<file path="src/rtl/div32_seq_if.sv">
// rtl/div32_seq_if.sv - start/busy/done handshake and operand/result bundle for div32_seq
interface div32_seq_if;
    logic        start;
    logic [31:0] dividend;
    logic [31:0] divisor;
    logic        busy;
    logic        done;
    logic [31:0] quotient;
    logic [31:0] remainder;
    logic        div_by_zero;

    modport master (
        output start, dividend, divisor,
        input  busy, done, quotient, remainder, div_by_zero
    );

    modport slave (
        input  start, dividend, divisor,
        output busy, done, quotient, remainder, div_by_zero
    );
endinterface

</file>
<file path="src/rtl/div32_seq.sv">
// rtl/div32_seq.sv - 32-bit unsigned restoring divider, one quotient bit per clock
module div32_seq (
    input  logic        clk,
    input  logic        rst,
    div32_seq_if.slave  bus
);
    typedef enum logic [1:0] {S_IDLE, S_RUN, S_DONE} state_t;

    state_t      r_state;
    state_t      w_next;
    logic [31:0] r_dvd;
    logic [31:0] r_dvs;
    logic [31:0] r_rem;
    logic [4:0]  r_cnt;
    logic [31:0] r_quotient;
    logic [31:0] r_remainder;
    logic        r_dbz;

    logic        w_accept;
    logic        w_zero;
    logic [32:0] w_rem_sh;
    logic        w_qbit;
    logic [31:0] w_rem_nx;

    assign w_accept = bus.start && (r_state == S_IDLE || r_state == S_DONE);
    assign w_zero   = (bus.divisor == 32'd0);

    // The captured dividend shifts out MSB-first and quotient bits shift in at
    // the bottom, so after 32 steps r_dvd holds the quotient. The difference
    // always fits in 32 bits when it is kept, because rem < divisor.
    always_comb begin
        w_rem_sh = {r_rem, r_dvd[31]};
        w_qbit   = (w_rem_sh >= {1'b0, r_dvs});
        w_rem_nx = w_qbit ? (w_rem_sh[31:0] - r_dvs) : w_rem_sh[31:0];
    end

    always_ff @(posedge clk or posedge rst) begin
        if (rst) r_state <= S_IDLE;
        else     r_state <= w_next;
    end

    always_comb begin
        w_next = r_state;
        case (r_state)
            S_IDLE, S_DONE: begin
                if (w_accept)               w_next = w_zero ? S_DONE : S_RUN;
                else if (r_state == S_DONE) w_next = S_IDLE;
            end
            S_RUN:   if (r_cnt == 5'd31) w_next = S_DONE;
            default: w_next = S_IDLE;
        endcase
    end

    always_ff @(posedge clk or posedge rst) begin
        if (rst) begin
            r_dvd       <= 32'd0;
            r_dvs       <= 32'd0;
            r_rem       <= 32'd0;
            r_cnt       <= 5'd0;
            r_quotient  <= 32'd0;
            r_remainder <= 32'd0;
            r_dbz       <= 1'b0;
        end else if (w_accept) begin
            if (w_zero) begin
                r_quotient  <= 32'hFFFF_FFFF;
                r_remainder <= bus.dividend;
                r_dbz       <= 1'b1;
            end else begin
                r_dvd <= bus.dividend;
                r_dvs <= bus.divisor;
                r_rem <= 32'd0;
                r_cnt <= 5'd0;
                r_dbz <= 1'b0;
            end
        end else if (r_state == S_RUN) begin
            r_rem <= w_rem_nx;
            r_dvd <= {r_dvd[30:0], w_qbit};
            r_cnt <= r_cnt + 5'd1;
            if (r_cnt == 5'd31) begin
                r_quotient  <= {r_dvd[30:0], w_qbit};
                r_remainder <= w_rem_nx;
            end
        end
    end

    assign bus.busy        = (r_state == S_RUN);
    assign bus.done        = (r_state == S_DONE);
    assign bus.quotient    = r_quotient;
    assign bus.remainder   = r_remainder;
    assign bus.div_by_zero = r_dbz;
endmodule

</file>
<file path="src/flat_wrapper.sv">
// flat-port wrapper written by rule: the top's interface ports become plain ports
module div32_seq_flat 
  (clk, rst, bus_start, bus_dividend, bus_divisor, bus_busy, bus_done, bus_quotient, bus_remainder, bus_div_by_zero);
  div32_seq_if bus_i ();
  input  logic clk;
  input  logic rst;
  input wire logic [$bits(bus_i.start)-1:0] bus_start;
  input wire logic [$bits(bus_i.dividend)-1:0] bus_dividend;
  input wire logic [$bits(bus_i.divisor)-1:0] bus_divisor;
  output wire logic [$bits(bus_i.busy)-1:0] bus_busy;
  output wire logic [$bits(bus_i.done)-1:0] bus_done;
  output wire logic [$bits(bus_i.quotient)-1:0] bus_quotient;
  output wire logic [$bits(bus_i.remainder)-1:0] bus_remainder;
  output wire logic [$bits(bus_i.div_by_zero)-1:0] bus_div_by_zero;
  assign bus_i.start = bus_start;
  assign bus_i.dividend = bus_dividend;
  assign bus_i.divisor = bus_divisor;
  assign bus_busy = bus_i.busy;
  assign bus_done = bus_i.done;
  assign bus_quotient = bus_i.quotient;
  assign bus_remainder = bus_i.remainder;
  assign bus_div_by_zero = bus_i.div_by_zero;
  div32_seq u_core (.clk(clk), .rst(rst), .bus(bus_i));
endmodule
</file>
<file path="config.mk">
export PLATFORM = sky130hd
export DESIGN_NAME = div32_seq_flat
export DESIGN_NICKNAME = d
export VERILOG_FILES = /design/src/rtl/div32_seq_if.sv /design/src/rtl/div32_seq.sv /design/src/flat_wrapper.sv
export SDC_FILE = /design/constraint.sdc
export NUM_CORES = 1
export LEC_CHECK = 0
export ABC_AREA = 1
export BUFFER_PORTS_ARGS = -buffer_cell sky130_fd_sc_hd__buf_2
export CORE_MARGIN = 8
export CORE_UTILIZATION = 59
export CTS_CLUSTER_SIZE = 10
export DETAILED_ROUTE_END_ITERATION = 6
export GPL_TIMING_DRIVEN = 0
export HOLD_SLACK_MARGIN = 0.02
export PLACE_DENSITY = 0.78
export SLEW_MARGIN = 10
export SYNTH_ARGS = -nofsm -noshare
export SYNTH_HDL_FRONTEND = slang
export SYNTH_SLANG_ARGS = --single-unit
</file>
<file path="constraint.sdc">
create_clock -name clk -period 6 [get_ports clk]
set_clock_uncertainty 0.2 [all_clocks]
set_input_delay 0.6 -clock clk [delete_from_list [all_inputs] [get_ports clk]]
set_output_delay 0.6 -clock clk [all_outputs]
set_load 0.1 [all_outputs]
</file>
==> key figures <==
Outcome
  • Status: finished clean

Finish
  • Fillers: 1545
  • Nets: 1793
  • Area of the multi-input gates: 5220 µm²
  • Register Area: 4200 µm²
  • Layout cell share with drive strength beyond 1: 16.9%
  • Antenna cells: 0
  • Layout Utilization: 68.8%
  • Post-route cell area: 12300 µm²
  • Area added between synthesis and finish: 15.1%

Floorplanning
  • Core Area: 17900 µm²
  • Ports: 134
  • Chip Width: 151 µm
  • Chip height: 151 µm
  • Initial Util: 59.8%
  • Die ar.: 22700 µm²
  • Row count: 49

Timing
  • Slew margin rel.: 55.1%
  • Final Hold Vio Count: 0
  • Final-report max-slew violation count: 0
  • Setup TNS: 0 ns
  • Final worst path period share: 49.1%
  • FMAX: 339 MHz
  • Final min period: 2.95 ns
  • Final WS setup: 3.05 ns
  • Final Setup Violations: 0
  • Unrepaired setup endpoints after global routing: no
  • Worst-margin pin slew: 0.674 ns

Setup path
  • Startpoint Class: input port
  • Critical Path RT: 6.15 ns
  • Buf/Inv on CP: 4
  • Critical Path AT: 3.10 ns
  • Largest stage delay on the critical path: 0.56 ns
  • Slowest cell on crit path: nor4_1
  • CP Depth: 12
  • Family with the most delay on the worst path: simple AND/OR/NAND/NOR gates
  • Most frequent CP cell: nand2_1
  • Crit path max fanout: 10
  • WS Path Type: in2reg
  • Kind of end point of the critical path: flop
  • Reg2reg path depth: 13
  • Cell Chain, Critical Path: buf_2 -> nor4_1 -> nand3_1 -> nor2_1 -> nand2_1 -> nand2_1 -> inv_2 -> clkbuf_1 -> nor2_1 -> nand3_1 -> nand2_1 -> inv_1

Global routing
  • Largest net degree at the start of global routing: 104
  • GRT Util Overall: 30.9%
  • First-pass GRT wire length: 54000 µm
  • Congestion Overflow GR: 0
  • Vias in the first global route: 10195
  • Antenna violations before repair: 0

Synth
  • Post-synthesis cell type count: 38
  • Syn avg cell area: 6.97 µm²
  • Post-Syn Area: 10700 µm²
  • Yosys warning count: 0
  • Post-synth EDFFs: 0
  • Sequential fraction of the synthesis area: 39.3%
  • Instance count of the mapped netlist: 1537
  • Ys async rst share: 100%
  • Main flop type after synthesis: dfrtp_1
  • Net Count, Synth: 1639
  • Register bit total from synthesis: 168

Drt
  • Detail Route Antenna Nets: 0
  • DRC violations left: 0
  • DR vias: 10545
  • Router iterations before antenna repair: 6
  • Vias per cell: 5.46
  • Final wirelength: 34100 µm
  • Initial drt markers: 1092
  • WL/cell: 17.7 µm

Placement
  • Placed Area: 11700 µm²
  • Place WS: 2.75 ns
  • Detailed placement HPWL: 26600 µm
  • I/O Buffers: 133
  • Gpl congestion: 0.951

Min path
  • Hold Path Depth: 3
  • Hold Path Class: in2reg

Clocking
  • Post-CTS sizing: 0
  • Clk_lat worst skew: 0.45 ns
  • CTS tree: yes
  • Reg clk slew, reported paths: 0.08 ns
  • Num CTS Buffers: 17
  • H-tree depth: 4
  • Clock Sinks: 168
  • CTS Root Cell: clkbuf_16
  • CTS max path bufs: 2

Job
  • Max-cap violations: 0
==> cells by family (layout without fill, tap and decap cells) <==
group | Yosys count | after routing | share of synthesized area (%)
buffers and inverters | 320 | 487 | 12.0
and+or+nand+nor | 865 | 865 | 36.3
DFF | 168 | 168 | 39.3
AOI/OAI and AO/OA | 133 | 133 | 7.00
adders and majority gates | 35 | 35 | 4.16
xor gates and xnor gates | 16 | 16 | 1.31
==> final timing paths <==
path	startpoint	end	slack, ns
worst max register to register	u_core.r_rem[9]$_DFFE_PP0P_	u_core.bus.remainder[16]$_DFFE_PP0P_	3.20
max in group asynchronous	rst	u_core.r_dvs[26]$_DFFE_PP0P_	4.18
worst min register to register	u_core.bus.quotient[27]$_DFFE_PP0P_	u_core.bus.quotient[27]$_DFFE_PP0P_	0.27
worst min-delay path	bus_divisor[16]	u_core.r_dvs[16]$_DFFE_PP0P_	0.18
worst max-delay path	bus_divisor[29]	u_core.bus.remainder[21]$_DFFE_PP0P_	3.05
min in group asynchronous	rst	u_core.bus.quotient[11]$_DFFE_PP0P_	0.53
==> metrics by stage <==
stage	hold WS (ns)	instances
after global placement	0.254	1899
final	0.177	1933
after global routing	0.191	1933
after detailed placement	0.255	1900
after floorplan	0.253	1537
after CTS	0.170	1933
==> synthesized netlist by cell type (2+ instances only) <==
| cell | n | area share, % |
|---|---|---|
| a22o_1 | 2 | 0.16 |
| and2_1 | 9 | 0.53 |
| or2_2 | 28 | 1.6 |
| nand4_1 | 44 | 2.6 |
| nor2_4 | 3 | 0.32 |
| buf_12 | 3 | 0.56 |
| nand3_4 | 2 | 0.33 |
| inv_2 | 10 | 0.35 |
| nor3_2 | 3 | 0.28 |
| nand3_1 | 70 | 3.3 |
| dfrtp_1 | 168 | 39 |
| ha_1 | 34 | 4.0 |
| nor2_1 | 109 | 3.8 |
| nand3_2 | 28 | 2.6 |
| a31oi_1 | 18 | 1.1 |
| nor4_1 | 4 | 0.23 |
| buf_1 | 3 | 0.11 |
| inv_1 | 252 | 8.8 |
| or2_1 | 6 | 0.35 |
| a21oi_1 | 27 | 1.3 |
| nor3_1 | 6 | 0.28 |
| buf_2 | 19 | 0.89 |
| nand2_2 | 10 | 0.58 |
| xor2_1 | 16 | 1.3 |
| o211ai_1 | 19 | 1.3 |
| buf_4 | 3 | 0.21 |
| nor2_2 | 8 | 0.47 |
| nand2_1 | 533 | 19 |
| o21ai_0 | 64 | 3.0 |
| clkbuf_1 | 28 | 0.98 |
==> layout make-up <==
class,count,area share (%)
multi-input cells,1049,42.3
flip-flops and latches,168,34.1
inverters,263,8.07
repair buffers,135,5.71
clock buffers,17,3.45
plain buffers,57,2.43
well taps,229,2.33
clock inverters,15,1.54
==> flip-flops by register name, summed over array words and instances, names as in the netlist <==
| name | flops |
|---|---|
| u_core.bus.quotient | 32 |
| u_core.bus.remainder | 32 |
| u_core.r_dvd | 32 |
| u_core.r_dvs | 32 |
| u_core.r_rem | 32 |
| u_core.r_cnt | 5 |
| u_core.r_state | 2 |
| u_core.bus.div_by_zero | 1 |
==> repair_timing <==
action	4_1_cts	5_1_grt
hold buffers	1	0
buffers inserted	0	0
hold endpoints to repair	53	0
==> cell usage in the layout, fill, tap and decap left out, types with 17 or more instances in the layout <==
master / synthesis / routed
nand3_1: 70 / 70
dfrtp_1: 168 / 168
a31oi_1: 18 / 18
nand3_2: 28 / 28
or2_2: 28 / 28
nand2_1: 533 / 533
nand4_1: 44 / 44
clkbuf_1: 28 / 28
ha_1: 34 / 34
nor2_1: 109 / 109
a21oi_1: 27 / 27
o21ai_0: 64 / 64
inv_1: 252 / 251
clkbuf_16: 0 / 17
o211ai_1: 19 / 19
buf_2: 19 / 152
==> metal layers <==
layer / global-route usage, % / vias up / share of wire (%)
met3: 5.38 / 58 / 7.6
met4: 9.05 / 0 / 2.1
li1: - / 5076 / -
met5: 0 / - / 0
met2: 49.1 / 476 / 45
met1: 42.5 / 4935 / 45
==> tightest hold or removal path: cells and delay by family <==
| family | cells | cell delay (ns) |
|---|---|---|
| buffers and inverters | 1 | 0.09 |
| AOI/OAI and AO/OA | 1 | 0.06 |
| and+or+nand+nor | 1 | 0.04 |
Power is not shown: default switching activity piles up to over one toggle a cycle in this logic, so the estimate is an artifact.
